==> src/rtl/fifo_reader.sv <==
// Burst reader: pulls len_i words from an upstream FIFO with one-cycle read latency
// and streams them through a 2-entry skid buffer onto a valid/ready output.
module fifo_reader #(
  parameter int WIDTH     = 4,
  parameter int DEPTH     = 16,
  parameter int CNT_WIDTH = $clog2(DEPTH) + 1
) (
  input  logic                 clk_i,
  input  logic                 rst_i,
  input  logic                 start_i,
  input  logic [CNT_WIDTH-1:0] len_i,
  input  logic [WIDTH-1:0]     fifo_rdata_i,
  input  logic                 fifo_empty_i,
  output logic                 fifo_rd_en_o,
  output logic [WIDTH-1:0]     m_data_o,
  output logic                 m_valid_o,
  input  logic                 m_ready_i,
  output logic                 busy_o,
  output logic                 done_o,
  output logic [1:0]           state_o
);

  // Output handshake: a word moves when m_valid_o && m_ready_i on a rising edge;
  // m_valid_o never depends on m_ready_i and m_data_o is held while stalled.

  localparam logic [1:0] IDLE  = 2'd0;
  localparam logic [1:0] BURST = 2'd1;
  localparam logic [1:0] DRAIN = 2'd2;

  logic [1:0]           state_q;
  logic [CNT_WIDTH-1:0] issue_cnt_q;
  logic                 inflight_q;
  logic [1:0]           occ_q;
  logic [WIDTH-1:0]     skid0_q;
  logic [WIDTH-1:0]     skid1_q;
  logic                 done_q;

  logic                 pop;
  logic                 push;
  logic [1:0]           occ_eff;
  logic                 rd_en;

  assign pop  = (occ_q != 2'd0) && m_ready_i;
  assign push = inflight_q;

  // Entries committed after this edge: the head leaving now frees its slot,
  // which keeps one read per cycle while the consumer is accepting.
  assign occ_eff = occ_q - {1'b0, pop} + {1'b0, inflight_q};

  assign rd_en = (state_q == BURST) && (issue_cnt_q != '0) && !fifo_empty_i &&
                 (occ_eff < 2'd2);

  assign fifo_rd_en_o = rd_en;
  assign m_data_o     = skid0_q;
  assign m_valid_o    = (occ_q != 2'd0);
  assign busy_o       = (state_q != IDLE);
  assign done_o       = done_q;
  assign state_o      = state_q;

  always_ff @(posedge clk_i or negedge rst_i) begin
    if (!rst_i) begin
      state_q     <= IDLE;
      issue_cnt_q <= '0;
      done_q      <= 1'b0;
    end else begin
      done_q <= 1'b0;
      case (state_q)
        IDLE: begin
          if (start_i) begin
            if (len_i != '0) begin
              issue_cnt_q <= len_i;
              state_q     <= BURST;
            end else begin
              done_q <= 1'b1;
            end
          end
        end
        BURST: begin
          if (rd_en) begin
            issue_cnt_q <= issue_cnt_q - 1'b1;
            if (issue_cnt_q == CNT_WIDTH'(1)) state_q <= DRAIN;
          end
        end
        DRAIN: begin
          // Complete on the edge where the last word leaves, so done follows it directly.
          if (!inflight_q && ((occ_q == 2'd0) || ((occ_q == 2'd1) && pop))) begin
            done_q  <= 1'b1;
            state_q <= IDLE;
          end
        end
        default: state_q <= IDLE;
      endcase
    end
  end

  always_ff @(posedge clk_i or negedge rst_i) begin
    if (!rst_i) begin
      inflight_q <= 1'b0;
      occ_q      <= 2'd0;
      skid0_q    <= '0;
      skid1_q    <= '0;
    end else begin
      inflight_q <= rd_en;
      case ({push, pop})
        2'b10: begin
          if (occ_q == 2'd0) skid0_q <= fifo_rdata_i;
          else               skid1_q <= fifo_rdata_i;
          occ_q <= occ_q + 2'd1;
        end
        2'b01: begin
          skid0_q <= skid1_q;
          occ_q   <= occ_q - 2'd1;
        end
        2'b11: begin
          if (occ_q == 2'd1) begin
            skid0_q <= fifo_rdata_i;
          end else begin
            skid0_q <= skid1_q;
            skid1_q <= fifo_rdata_i;
          end
        end
        default: ;
      endcase
    end
  end

endmodule

==> config.mk <==
export PLATFORM = sky130hd
export DESIGN_NAME = fifo_reader
export DESIGN_NICKNAME = d
export VERILOG_FILES = /design/src/rtl/fifo_reader.sv
export SDC_FILE = /design/constraint.sdc
export NUM_CORES = 1
export LEC_CHECK = 0
export ABC_CLOCK_PERIOD_IN_PS = 2900
export BUFFER_PORTS_ARGS = -buffer_cell sky130_fd_sc_hd__clkbuf_2
export CAP_MARGIN = 20
export CELL_PAD_IN_SITES_DETAIL_PLACEMENT = 0
export CELL_PAD_IN_SITES_GLOBAL_PLACEMENT = 1
export CORE_MARGIN = 2
export CORE_UTILIZATION = 35
export DETAILED_ROUTE_END_ITERATION = 6
export PLACE_DENSITY_LB_ADDON = 0.1
export SLEW_MARGIN = 20
export SYNTH_ARGS = -nofsm -noshare
export SYNTH_HDL_FRONTEND = slang
export SYNTH_SLANG_ARGS = --single-unit
==> constraint.sdc <==
create_clock -name clk_i -period 2.9 [get_ports clk_i]
set_input_delay 0.145 -clock clk_i [delete_from_list [all_inputs] [get_ports clk_i]]
set_output_delay 0.145 -clock clk_i [all_outputs]
set_load 0.01 [all_outputs]
# Word-level counts from Yosys, hierarchy flattened

Index checks and enable logic that the tools add are counted.

Flip-flop bits (word level): 19
Input bits: 14
Output and inout bits: 10
Logic and storage cells: 72

Add/sub/neg operators: 5
Magnitude comparators: 1
Equal/unequal tests: 15
Mux-type cells: 21
Reduce and logical (&&, ||, !) cells: 23

Operator list:

| cell                  | number |
|---|---|
| $mux W4               | 4 |
| $mux W5               | 3 |
| $ne A2 B2 Y1 const B  | 7 |
| $pmux W4 S3           | 1 |
| $mux W2               | 5 |
| $pmux W5 S2           | 1 |
| $reduce_bool A2 Y1    | 5 |
| $reduce_bool A5 Y1    | 2 |
| $pmux W4 S2           | 1 |
| $eq A2 B1 Y1 const B  | 3 |
| $eq A2 B2 Y1 const B  | 3 |
| $logic_and A1 B1 Y1   | 6 |
| $pmux W2 S3           | 1 |
| $eq A5 B1 Y1 const B  | 1 |
| $reduce_and A5 Y1     | 1 |
| $sub A5 B1 Y5 const B | 1 |
| $logic_not A2 Y1      | 2 |
| $pmux W2 S2           | 1 |
| $reduce_and A4 Y1     | 1 |
| $mux W1               | 3 |
| $reduce_and A3 Y1     | 1 |
| $reduce_bool A3 Y1    | 1 |
| $add A2 B1 Y2         | 1 |
| $add A2 B1 Y2 const B | 1 |
| other kinds (8)       | 9 |

# Depth between registers and ports, before layout

Word-level depth: 8
Mapped depth: 8
Gate-level depth less buffers: 8

# Least setup slack after synthesis

OpenSTA, ideal clock, no wires.

Kind: register -> register
From: reg occ_q[1]
To: reg issue_cnt_q[2]
Arrival: 2.042 ns
Required time: 2.779 ns
Setup slack: 0.737 ns
Stages on the path, launching flop included: 9
Clock period less this slack: 2.163 ns
Path through: dfrtp_1 > inv_1 > ha_1 > and3b_1 > o31a_1 > and4_4 > o31ai_4 > a21oi_2 > o22a_1

Longest elaborated chain between the ends: 8

Ends and longest elaborated chain:

| item                                   | RTL line | text |
|---|---|---|
| start, declared                        | 33       | `logic [1:0] occ_q;` |
| start signal, assigned                 | 108      | `occ_q <= occ_q + 2'd1;` |
| start signal, assigned                 | 112      | `occ_q <= occ_q - 2'd1;` |
| $reduce_bool A2 Y1                     | 43       | `assign pop = (occ_q != 2'd0) && m_ready_i;` |
| $logic_and A1 B1 Y1                    | 43       |  |
| $sub A2 B1 Y2 (*)                      | 48       | `assign occ_eff = occ_q - {1'b0, pop} + {1'b0, inflight_q};` |
| $add A2 B1 Y2 (*)                      | 48       |  |
| $lt A2 B2 Y1 (*)                       | 51       | `(occ_eff < 2'd2);` |
| $logic_and A1 B1 Y1 (*)                | 50       | `assign rd_en = (state_q == BURST) && (issue_cnt_q != '0) && !fifo_empty_i &&` |
| $ne A2 B2 Y1 (no source line) (*)      | --       |  |
| $reduce_and A4 Y1 (no source line) (*) | --       |  |
| end signal, assigned                   | 71       | `issue_cnt_q <= len_i;` |
| end signal, assigned                   | 80       | `issue_cnt_q <= issue_cnt_q - 1'b1;` |
| end, declared                          | 31       | `logic [CNT_WIDTH-1:0] issue_cnt_q;` |

Mark *: on every way between the ends. The rest lies on a longest branch, timed or not.
A chain may end at the register's enable or synchronous reset.

# Worst setup path in the final report

From: reg occ_q[1]
To: out fifo_rd_en_o

Longest elaborated chain between the ends: 6

Ends and longest elaborated chain:

| item                    | RTL line | text |
|---|---|---|
| $reduce_bool A2 Y1      | 43       |  |
| $logic_and A1 B1 Y1     | 43       |  |
| $sub A2 B1 Y2 (*)       | 48       |  |
| $add A2 B1 Y2 (*)       | 48       |  |
| $lt A2 B2 Y1 (*)        | 51       |  |
| $logic_and A1 B1 Y1 (*) | 50       |  |
| end, declared           | 14       | `output logic fifo_rd_en_o,` |

Marks and branches as above.

==> results.json <==
{
  "status": "completed",
  "syn_to_final_growth_pct": 15.5,
  "postSynthAreaPerCell_um2": 9.87,
  "crit_family": "simple AND/OR/NAND/NOR gates",
  "yosys.area_share.adder": 0.0639,
  "drc": 0,
  "rows": 21,
  "drtIter0Drc": 36,
  "cpPeakStageDelay_ps": 450,
  "synthesis.instances": 119,
  "worst_pin_slew_ps": 560,
  "fmax_mhz": 404,
  "grt_pass1_vias": 852,
  "fin_util": 0.413,
  "n_antenna_cell": 0,
  "fin_ws_ps": 427,
  "peakVddDrop_mv": 0.248,
  "clkTransAtPathRegs_ps": 120,
  "hold_path_depth": 2,
  "dieWidth_um": 61.9,
  "grt_use_total": 0.135,
  "core_um2": 3280,
  "hold_class": "in -> reg",
  "wire_per_inst_um": 12.0,
  "slowest_stage": "dfrtp_1",
  "synthesis.area_um2": 1170,
  "drive_above_1_share": 0.271,
  "dr.pass1.iters": 4,
  "ys_top_cells_by_count": "dfrtp_1 (19), nand2_1 (10), nor2_1 (10), a21oi_1 (9)",
  "period_needed_ps": 2470,
  "fin_skew_ps": 8.59,
  "hpwlAfterDp_um": 1750,
  "synthSimpleGateAreaFrac": 0.193,
  "htreeDepth": 1,
  "final_nets": 165,
  "setup_tns_ps": 0,
  "timing_worst_setup_path_type": "reg -> out",
  "vias": 938,
  "slew_viol_final": 0,
  "async_flop_share": 1.00,
  "clk_root_buffer_cell": "clkbuf_4",
  "synth_cell_type_count": 41,
  "rsz0062_at_grt": "false",
  "fin_crit_sh": 0.853,
  "io_pins": 24,
  "initial_core_util": 0.358,
  "grt_start_max_net_pins": 20,
  "synth_fp_nets": 139,
  "critical_path.reg2reg.startpoint": "occ_q[1]",
  "synth-xor-area-share": 0.0149,
  "grt_overflow": 0,
  "grt_pass1_wl_um": 3750,
  "reg2reg_to": "issue_cnt_q[1]",
  "synth_top_cell_by_area": "dfrtp_1",
  "hold_viol": 0,
  "crit_chain": "inv_1 > ha_1 > nor4bb_1 > o31a_1 > nor2_1 > xnor2_1 > and3_1 > clkbuf_2",
  "dieArea_um2": 3840,
  "ys_top_cells_by_area": "dfrtp_1 (40%), ha_1 (6.4%), mux2i_1 (4.3%)",
  "synth_top_family_by_area": "compound AO/OA/AOI/OAI gates",
  "worst_setup_path_start_kind": "register",
  "grt_antenna_before_repair": 0,
  "synth-compound-area-share": 0.200,
  "wl_um": 2280,
  "num-fill-cells": 313,
  "critPathMaxFanout": 6,
  "cp.required_ps": 2760,
  "slew_headroom": 0.627,
  "clockBufferDepth": 2,
  "cts_buffers": 3,
  "r2r_slack_ps": 510,
  "critPathBufInv": 2,
  "synth-seq-area-share": 0.405,
  "ys_ff_latch": 19,
  "place_congestion": 0.779,
  "yosys_warnings": 0,
  "reg2regPathDepth": 8,
  "hp-start": "fifo_rdata_i[2]",
  "cts_tree": "done",
  "io_buffers": 23,
  "clk_latency_ps": 300,
  "dp_worst_setup_slack_ps": 497,
  "hold_end": "skid1_q[2]",
  "synth_top_flop_cell": "dfrtp_1",
  "drv_cap": 0,
  "yosysMostFrequentCell": "dfrtp_1",
  "p_leak_nw": 0.655,
  "die_h_um": 61.9,
  "crit_arrival_ps": 2330,
  "synth.area.mux_share": 0.0809,
  "setup_violations": 0,
  "postCtsSetupBuffers": 0,
  "viasPerCell": 4.94,
  "synth_edf_count": 0,
  "power.density_nw_per_um2": 883,
  "synth_top_area_frac": 0.405,
  "cts_sinks": 19,
  "end_kind": "primary output",
  "drtAntennaViolNets": 0
}
==> stage by stage <==
stage	hold WS, ps	instance area (µm²)	std cells	total power [mW]
detailed placement	138	1320	185	1.08
CTS	77.6	1360	190	1.22
global route	87.9	1360	190	1.32
floorplan	-151	1170	119	0.925
global placement	135	1320	185	1.08
finish	89.9	1360	190	1.20
==> where the power goes <==
group | internal (mW) | total [mW] | switching, mW
sequential | 0.376 | 0.466 | 0.0900
combinational | 0.279 | 0.599 | 0.321
clock | 0.0513 | 0.135 | 0.0833
total | 0.705 | 1.20 | 0.494
==> cell type report <==
| class | instances | area, µm² | share of cell area |
|---|---|---|---|
| tap | 46 | 57.6 | 0.0424 |
| clock inverter | 1 | 5.00 | 0.00369 |
| multi-input combinational | 91 | 649 | 0.478 |
| sequential | 19 | 475 | 0.350 |
| clock buffer | 3 | 22.5 | 0.0166 |
| inverter | 6 | 22.5 | 0.0166 |
| timing repair buffer | 24 | 125 | 0.0922 |
==> cell families (layout without fill, tap and decap cells) <==
logic type,Yosys count,in the layout
and+or+nand+nor,40,40
buffers and inverters,9,34
xor gates and xnor gates,2,2
AOI/OAI and AO/OA,34,34
DFF,19,19
adders and majority gates,6,6
muxes,9,9
==> flip-flops by register name, summed over array words and instances (netlist names) <==
signal       flops
inflight_q       1
done_o           1
occ_q            2
skid1_q          4
issue_cnt_q      5
m_data_o         4
state_o          2
==> layer usage <==
layer | global-route usage | wire length, µm | vias up
li1 | - | - | 484
met1 | 0.175 | 1070 | 432
met2 | 0.212 | 1060 | 20
met3 | 0.0373 | 120 | 2
met4 | 0.0547 | 19 | 0
met5 | 0 | 0 | -
==> cell usage in the layout (no fill, tap or decap), types with 3 or more instances in the layout <==
master and n:
a211oi_1 3, a21oi_1 9, clkbuf_2 23, clkbuf_4 3
dfrtp_1 19, ha_1 6, inv_1 6, mux2_2 4
mux2i_1 5, nand2_1 10, nor2_1 10, o21ai_0 5
o21ai_1 3
==> repair_timing <==
item | 4_1_cts | 5_1_grt
gates resized for setup | 0 | 0
setup endpoints to repair | 0 | 0
hold buffers | 1 | 0
endpoints found under the hold margin | 19 | 0
==> how the worst max path moves through the flow <==
stage / from / depth (start not counted) / to / slack (ps)
after floorplan: occ_q[1] / 8 / issue_cnt_q[2] / 740
after global placement: occ_q[1] / 8 / issue_cnt_q[2] / 590
after detailed placement: occ_q[1] / 8 / issue_cnt_q[1] / 500
after CTS: occ_q[1] / 8 / fifo_rd_en_o / 420
after global routing: occ_q[1] / 8 / fifo_rd_en_o / 250
final: occ_q[1] / 8 / fifo_rd_en_o / 430
No activity file was read; power rests on OpenSTA's default activity.
